### config.mk
export PLATFORM = sky130hd
export DESIGN_NAME = bin2bcd_seq
export DESIGN_NICKNAME = d
export VERILOG_FILES = /design/src/rtl/bcd_pkg.sv /design/src/rtl/bcd_digit_adj.sv /design/src/rtl/bin2bcd_seq.sv
export SDC_FILE = /design/constraint.sdc
export NUM_CORES = 1
export LEC_CHECK = 0
export CORE_ASPECT_RATIO = 1.5
export CORE_UTILIZATION = 50
export CTS_CLUSTER_DIAMETER = 150
export DETAILED_ROUTE_END_ITERATION = 10
export DONT_BUFFER_PORTS = 1
export PLACE_DENSITY = 0.61
export SETUP_SLACK_MARGIN = 0.3
export SYNTH_ARGS = -nofsm -noshare
export SYNTH_HDL_FRONTEND = slang
export SYNTH_SLANG_ARGS = --single-unit
### constraint.sdc
create_clock -name in_clk -period 1.9 [get_ports in_clk]
set_input_delay 0.19 -clock in_clk [delete_from_list [all_inputs] [get_ports in_clk]]
set_output_delay 0.19 -clock in_clk [all_outputs]
set_load 0.05 [all_outputs]
### src/rtl/bcd_pkg.sv
// Shared definitions for the binary-to-BCD converter: FSM encodings, digit width
// and a helper that sizes the BCD result for a given binary width.
package bcd_pkg;

    typedef enum logic [1:0] {
        ST_IDLE = 2'd0,
        ST_CONV = 2'd1,
        ST_DONE = 2'd2
    } bcd_state_t;

    localparam int DIGIT_W = 4;

    // Decimal digits needed to represent 2^nbits-1 (nbits up to 63).
    function automatic int bcd_digits_needed(input int nbits);
        longint unsigned v;
        int d;
        v = '1;
        v = v >> (64 - nbits);
        d = 1;
        for (int i = 0; i < 20; i++) begin
            if (v >= 64'd10) begin
                v = v / 64'd10;
                d = d + 1;
            end
        end
        return d;
    endfunction

endpackage

### src/rtl/bcd_digit_adj.sv
// Double-dabble digit correction: a BCD digit of 5 or more gets 3 added so the
// following left shift carries correctly into the next decade.
module bcd_digit_adj
    import bcd_pkg::*;
(
    input  logic [DIGIT_W-1:0] digit,
    output logic [DIGIT_W-1:0] adjusted
);

    assign adjusted = (digit >= 4'd5) ? digit + 4'd3 : digit;

endmodule

### src/rtl/bin2bcd_seq.sv
// Sequential shift-add-3 binary-to-BCD converter, one input bit per clock.
// State | meaning:  IDLE | waiting for start;  CONV | shifting bits;  DONE | result pulse cycle.
module bin2bcd_seq
    import bcd_pkg::*;
#(
    parameter int num_bits   = 16,
    parameter int num_digits = 5
) (
    input  logic                          in_clk,
    input  logic                          in_rst,
    input  logic                          in_start,
    input  logic [num_bits-1:0]           in_bin,
    output logic [num_digits*DIGIT_W-1:0] out_bcd,
    output logic                          out_busy,
    output logic                          out_done
);

    localparam int BCD_W = num_digits * DIGIT_W;
    localparam int CNT_W = $clog2(num_bits);

    if (num_bits < 2 || num_bits > 63) begin : g_bad_bits
        $error("bin2bcd_seq: num_bits must be in 2..63");
    end
    if (num_digits < bcd_digits_needed(num_bits)) begin : g_bad_digits
        $error("bin2bcd_seq: num_digits too small for num_bits");
    end

    bcd_state_t          state;
    logic [BCD_W-1:0]    scratch;
    logic [BCD_W-1:0]    adj;
    logic [BCD_W-1:0]    shifted;
    logic [num_bits-1:0] bin_lat;
    logic [CNT_W-1:0]    cnt;
    logic                unused_top;

    for (genvar i = 0; i < num_digits; i++) begin : g_adj
        bcd_digit_adj u_adj (
            .digit    (scratch[i*DIGIT_W +: DIGIT_W]),
            .adjusted (adj[i*DIGIT_W +: DIGIT_W])
        );
    end

    // The top bit falls off the shift; it is always zero because digits never overflow.
    assign shifted    = {adj[BCD_W-2:0], bin_lat[num_bits-1]};
    assign unused_top = adj[BCD_W-1];

    always_ff @(posedge in_clk or posedge in_rst) begin
        if (in_rst) begin
            state    <= ST_IDLE;
            scratch  <= '0;
            bin_lat  <= '0;
            cnt      <= '0;
            out_bcd  <= '0;
            out_busy <= 1'b0;
            out_done <= 1'b0;
        end else begin
            out_done <= 1'b0;
            case (state)
                ST_IDLE, ST_DONE: begin
                    if (in_start) begin
                        bin_lat  <= in_bin;
                        scratch  <= '0;
                        cnt      <= CNT_W'(num_bits - 1);
                        out_busy <= 1'b1;
                        state    <= ST_CONV;
                    end else begin
                        state <= ST_IDLE;
                    end
                end
                ST_CONV: begin
                    scratch <= shifted;
                    bin_lat <= bin_lat << 1;
                    if (cnt == '0) begin
                        out_bcd  <= shifted;
                        out_done <= 1'b1;
                        out_busy <= 1'b0;
                        state    <= ST_DONE;
                    end else begin
                        cnt <= cnt - 1'b1;
                    end
                end
                default: begin
                    out_busy <= 1'b0;
                    state    <= ST_IDLE;
                end
            endcase
        end
    end

endmodule

Yosys cells after proc, flatten, opt, wreduce, memory -nomap -nowiden
Cells that the tools add are included.
Widths: inputs -> output; s select.

storage, ports and cells
  word-level logic and storage cells = 51
  register bits = 64
  bits in latches = 0
  memories kept = 0
  output and inout port bits = 22
  memory bits (writable) = 0
  input bits = 19
  memory bits (read-only) = 0

cells by class
  multiply operators = 0
  bitwise logic cells = 0
  reduce and logical (&&, ||, !) cells = 8
  shifts and indexed selects = 0
  div/mod/pow operators = 0
  muxes and demuxes = 20
  $add $sub $neg = 6
  equal/unequal tests = 5
  $lt $le $gt $ge = 5

operator list
  kind                 count
  $pmux 20 s2          1
  $pmux 16 s2          1
  $mux 4               6
  $ge 4x3->1 const B   5
  $mux 20              1
  $add 4x2->4 const B  4
  $mux 16              1
  $pmux 4 s2           1
  $ne 2x2->1 const B   3
  $reduce_and 2->1     3
  $mux 1               5
  $logic_not 4->1      1
  $pmux 2 s2           1
  $sub 4x1->4 const B  1
  $add 3x2->3 const B  1
  $mux 3               1
  $reduce_and 3->1     1
  $eq 2x1->1 const B   1
  $eq 2x2->1 const B   1
  $logic_not 2->1      1
  $mux 2               1
  $pmux 1 s2           1
  $reduce_bool 2->1    1
  $reduce_or 2->1      1

Depth between registers and ports, before layout
  depth in word-level cells = 4
  mapped depth = 7
  mapped depth without buffers = 6

Hierarchy
From an unflattened synthesis, not the netlist that was laid out.

second synthesis, totals
  cell total of the unflattened synthesis = 271
  area, all modules = 3078.0 µm²

modules (own cells, without submodules)
  module         seq. area each (µm²)  cells each  area an instance (µm²)  instances
  bin2bcd_seq    1601.5                191         2571.2                  1
  bcd_digit_adj  0.0                   16          101.3                   5

Worst setup path before layout
Ideal clock, no wire load.

  path type = register to register
  from = register cnt[0]
  to = register out_bcd[10]
  stages on the path, launching flop included = 8
  required time = 1775 ps
  data arrival time = 1495 ps
  path slack = 281 ps
  buffers on the path = 1
  library setup time = 125 ps
  clock period less this slack = 1619 ps
  cells stage by stage = dfrtp_1 > inv_1 > ha_1 > nor3b_2 > nand2_2 > inv_2 > buf_6 > mux2_2

between the ends
  word-level cells in the longest chain between the ends = 2

RTL lines
  what                        line               source
  start: declaration          bin2bcd_seq.sv:33  logic [CNT_W-1:0] cnt;
  start signal: assignment    bin2bcd_seq.sv:63  cnt <= CNT_W'(num_bits - 1);
  start signal: assignment    bin2bcd_seq.sv:79  cnt <= cnt - 1'b1;
  $logic_not 4->1             bin2bcd_seq.sv:73  if (cnt == '0) begin
  $reduce_and 2->1 (no line)  n/a
  end signal: assignment      bin2bcd_seq.sv:74  out_bcd <= shifted;
  end: declaration            bin2bcd_seq.sv:13  output logic [num_digits*DIGIT_W-1:0] out_bcd,

No other way between the ends.
A chain may end at the register's enable or synchronous reset.

Final worst setup path
  from = register cnt[0]
  to = register out_bcd[0]

Same word-level chain as after synthesis.

==> flow_metrics.env <==
export IMPL_synth_top_area_share_pct=54.2
export IMPL_place_ws_ns=0.134
export IMPL_dpl_hpwl_um=3740
export IMPL_fin_skew_ns=0.00729
export IMPL_drt_wirelength_per_cell_um=17.1
export IMPL_tns_ns=0
export IMPL_die_h_um=96.1
export IMPL_status="finished clean"
export IMPL_crit_fanout=5
export IMPL_core_um2=5570
export IMPL_yosys_warnings=0
export IMPL_r2r_end="out_bcd[0]$_DFFE_PP0P_"
export IMPL_syn2layout_area_growth_pct=24.7
export IMPL_clk_transition_reported_paths_ns=0.07
export IMPL_grt_usage_pct=22.2
export IMPL_worstMarginPinSlew_ns=0.858
export IMPL_power_density_nw_per_um2=1980
export IMPL_final_area_um2=3680
export IMPL_port_buffers=0
export IMPL_hold_path_class="primary input to flop"
export IMPL_cts_root_buffer="clkbuf_8"
export IMPL_clock_latency_ns=0.34
export IMPL_ys_seq_area_share_pct=54.2
export IMPL_arrival_ns=1.87
export IMPL_dr_pass1_iters=4
export IMPL_synth_edf_count=0
export IMPL_post_place_cells=344
export IMPL_worst_setup_path_type="flop to flop"
export IMPL_placementRows=33
export IMPL_grt_util_met1_pct=24.7
export IMPL_grt_pass1_vias=2139
export IMPL_grt_pass1_wl_um=10100
export IMPL_period_share_pct=86.4
export IMPL_cp_start_kind="flop"
export IMPL_netlist_area_um2=2950
export IMPL_routed_wirelength_um=6610
export IMPL_timing_fmax_ghz=0.609
export IMPL_postPlaceCellArea_um2=3040
export IMPL_clock_sinks=64
export IMPL_drtIter0Drc=147
export IMPL_whs_endpoint="out_busy$_DFFE_PP0P_"
export IMPL_postLayoutCoreUtil_pct=66.0
export IMPL_antenna_found_initial=0
export IMPL_postSynthAreaPerCell_um2=10.5
export IMPL_vdd_drop_max_v=0.00110
export IMPL_timing_final_hold_violations=0
export IMPL_final_antenna_net_count=0
export IMPL_top_usage_layer="met2"
export IMPL_synthesis_nets=311
export IMPL_r2r_setup_slack_ns=0.26
export IMPL_worstPathRequired_ns=2.13
export IMPL_yosysTopAreaCell="dfrtp_1"
export IMPL_worstHoldPathCells=2
export IMPL_fin_crit_ns=1.64
export IMPL_finalNetCount=341
export IMPL_initial_core_util_pct=53.0
export IMPL_finalSetupViolCount=0
export IMPL_synthTopCellsByArea="dfrtp_1, nand2_1, ha_1"
export IMPL_end_kind="flop"
export IMPL_die_w_um=64.7
export IMPL_antenna_cells=0
export IMPL_regToRegStartpoint="cnt[0]$_DFFE_PP0P_"
export IMPL_synth_cell_type_count=34
export IMPL_clock_path_buffers=2
export IMPL_place_congestion=0.731
export IMPL_instances_no_fill=386
export IMPL_via_per_inst=5.65
export IMPL_layout_setup_ws_ns=0.259
export IMPL_ys_flop_type="dfrtp_1"
export IMPL_drive_above_1_share_pct=21.8
export IMPL_num_io_pins=41
export IMPL_grtUsageMet3_pct=5.81
export IMPL_rsz0062_at_grt="yes"
export IMPL_synth_async_reset_ratio_pct=100
export IMPL_overflow=0
export IMPL_cts_made_buffers=9
export IMPL_cts_tree="done"
export IMPL_drc=0
export IMPL_num_vias=2180
export IMPL_synthCells=281
export IMPL_r2r_cells=6
export IMPL_ys_seq_elements=64
export IMPL_drv_slew=0
export IMPL_max_slew_margin_rel_pct=42.7
export IMPL_max_cap_viol_count=0
export IMPL_grt_max_degree=46
export IMPL_h_tree_depth=3
export IMPL_dieArea_um2=6220
export IMPL_hp_start="in_start"
export IMPL_use_met2_pct=38.1
export IMPL_p_leak_nw=1.71
==> cells in the final DEF (no fill, tap or decap), drive strengths merged <==
cell type	n
a22o	12
clkinv	3
o31a	1
nor2b	2
nor3	6
nand2b	7
clkinvlp	2
ha	11
mux2	11
a21oi	14
inv	15
o211ai	1
dlygate4sd3	17
o21ai	26
nor3b	10
xnor2	5
or4	1
nand2	53
nor2	3
bufinv	2
buf	11
a211o	1
dfrtp	64
a31oi	1
a22oi	15
nand3	5
mux2i	5
clkbuf	12
==> worst max-delay path, stage by stage (launching register included) <==
cell and delay (ns):
dfrtp_1 0.39, inv_2 0.10, ha_4 0.14, nor3b_4 0.24
nand2_4 0.18, buf_12 0.20, mux2_4 0.28
==> cells in the mapped netlist (5+ instances only) <==
library cell / number
buf_2: 6
ha_1: 11
mux2_2: 8
nor3b_1: 9
mux2i_1: 5
nor3_1: 6
nand2b_1: 7
inv_1: 14
clkbuf_1: 5
xnor2_1: 5
a21oi_1: 13
a22oi_1: 15
nand2_1: 52
a22o_1: 12
nand3_1: 5
dfrtp_1: 64
o21ai_0: 25
==> power by group <==
| group | switching (mW) | internal (mW) |
|---|---|---|
| combinational | 1.43 | 1.34 |
| sequential | 1.25 | 1.97 |
| clock | 0.535 | 0.767 |
| total | 3.22 | 4.08 |
==> routing by layer <==
metal  wire length [µm]  up-vias
met2               3490       54
met4                174        0
li1                   -     1037
met1               2730     1076
met3                222       13
met5                  0        -
==> sequential cells by signal (all words and copies together), names as in the netlist <==
name	count
out_bcd	20
scratch	20
bin_lat	16
cnt	4
state	2
out_busy	1
out_done	1
==> layout make-up <==
class | count | area, µm²
repair buffers | 30 | 328
clock buffers | 10 | 138
well taps | 70 | 87.6
flip-flops and latches | 64 | 1600
inverters | 15 | 67.6
clock inverters | 6 | 82.6
multi-input cells | 190 | 1360
fillers | 436 | 1890
repair inverters | 1 | 11.3
==> logic make-up after synthesis <==
| group | Yosys count | synth area share (%) |
|---|---|---|
| flops | 64 | 54.2 |
| fa+ha+maj | 11 | 4.66 |
| mux | 16 | 6.02 |
| xor+xnor | 5 | 1.48 |
| simple gates | 86 | 14.1 |
| compound gates | 71 | 15.3 |
| buf+inv | 28 | 4.19 |
==> worst max-delay path by stage <==
stage / start / depth (start not counted) / to
final: cnt[0]$_DFFE_PP0P_ / 6 / out_bcd[0]$_DFFE_PP0P_
after global routing: cnt[0]$_DFFE_PP0P_ / 6 / out_bcd[0]$_DFFE_PP0P_
after CTS: state[0]$_DFFE_PP0P_ / 4 / scratch[11]$_DFFE_PP0P_
after detailed placement: cnt[0]$_DFFE_PP0P_ / 6 / out_bcd[13]$_DFFE_PP0P_
after global placement: cnt[0]$_DFFE_PP0P_ / 6 / out_bcd[9]$_DFFE_PP0P_
after floorplan: cnt[0]$_DFFE_PP0P_ / 7 / out_bcd[10]$_DFFE_PP0P_
==> repair_timing <==
item                                    in CTS  in global routing
resized for setup                           10                 33
hold buffers                                16                  1
buffers inserted                             3                  2
endpoints found under the setup margin      26                 58
endpoints found under the hold margin       34                  1
cloned                                       1                  3
pin swaps                                    2                  7
==> stage by stage <==
stage	hold WS, ns	total power, mW
2_1_floorplan	0.318	4.96
3_3_place_gp	0.0928	5.45
3_5_place_dp	0.105	5.51
4_1_cts	0.00172	6.92
5_1_grt	0.0753	7.78
6_report	0.0336	7.29
No activity file was read; power rests on OpenSTA's default activity.
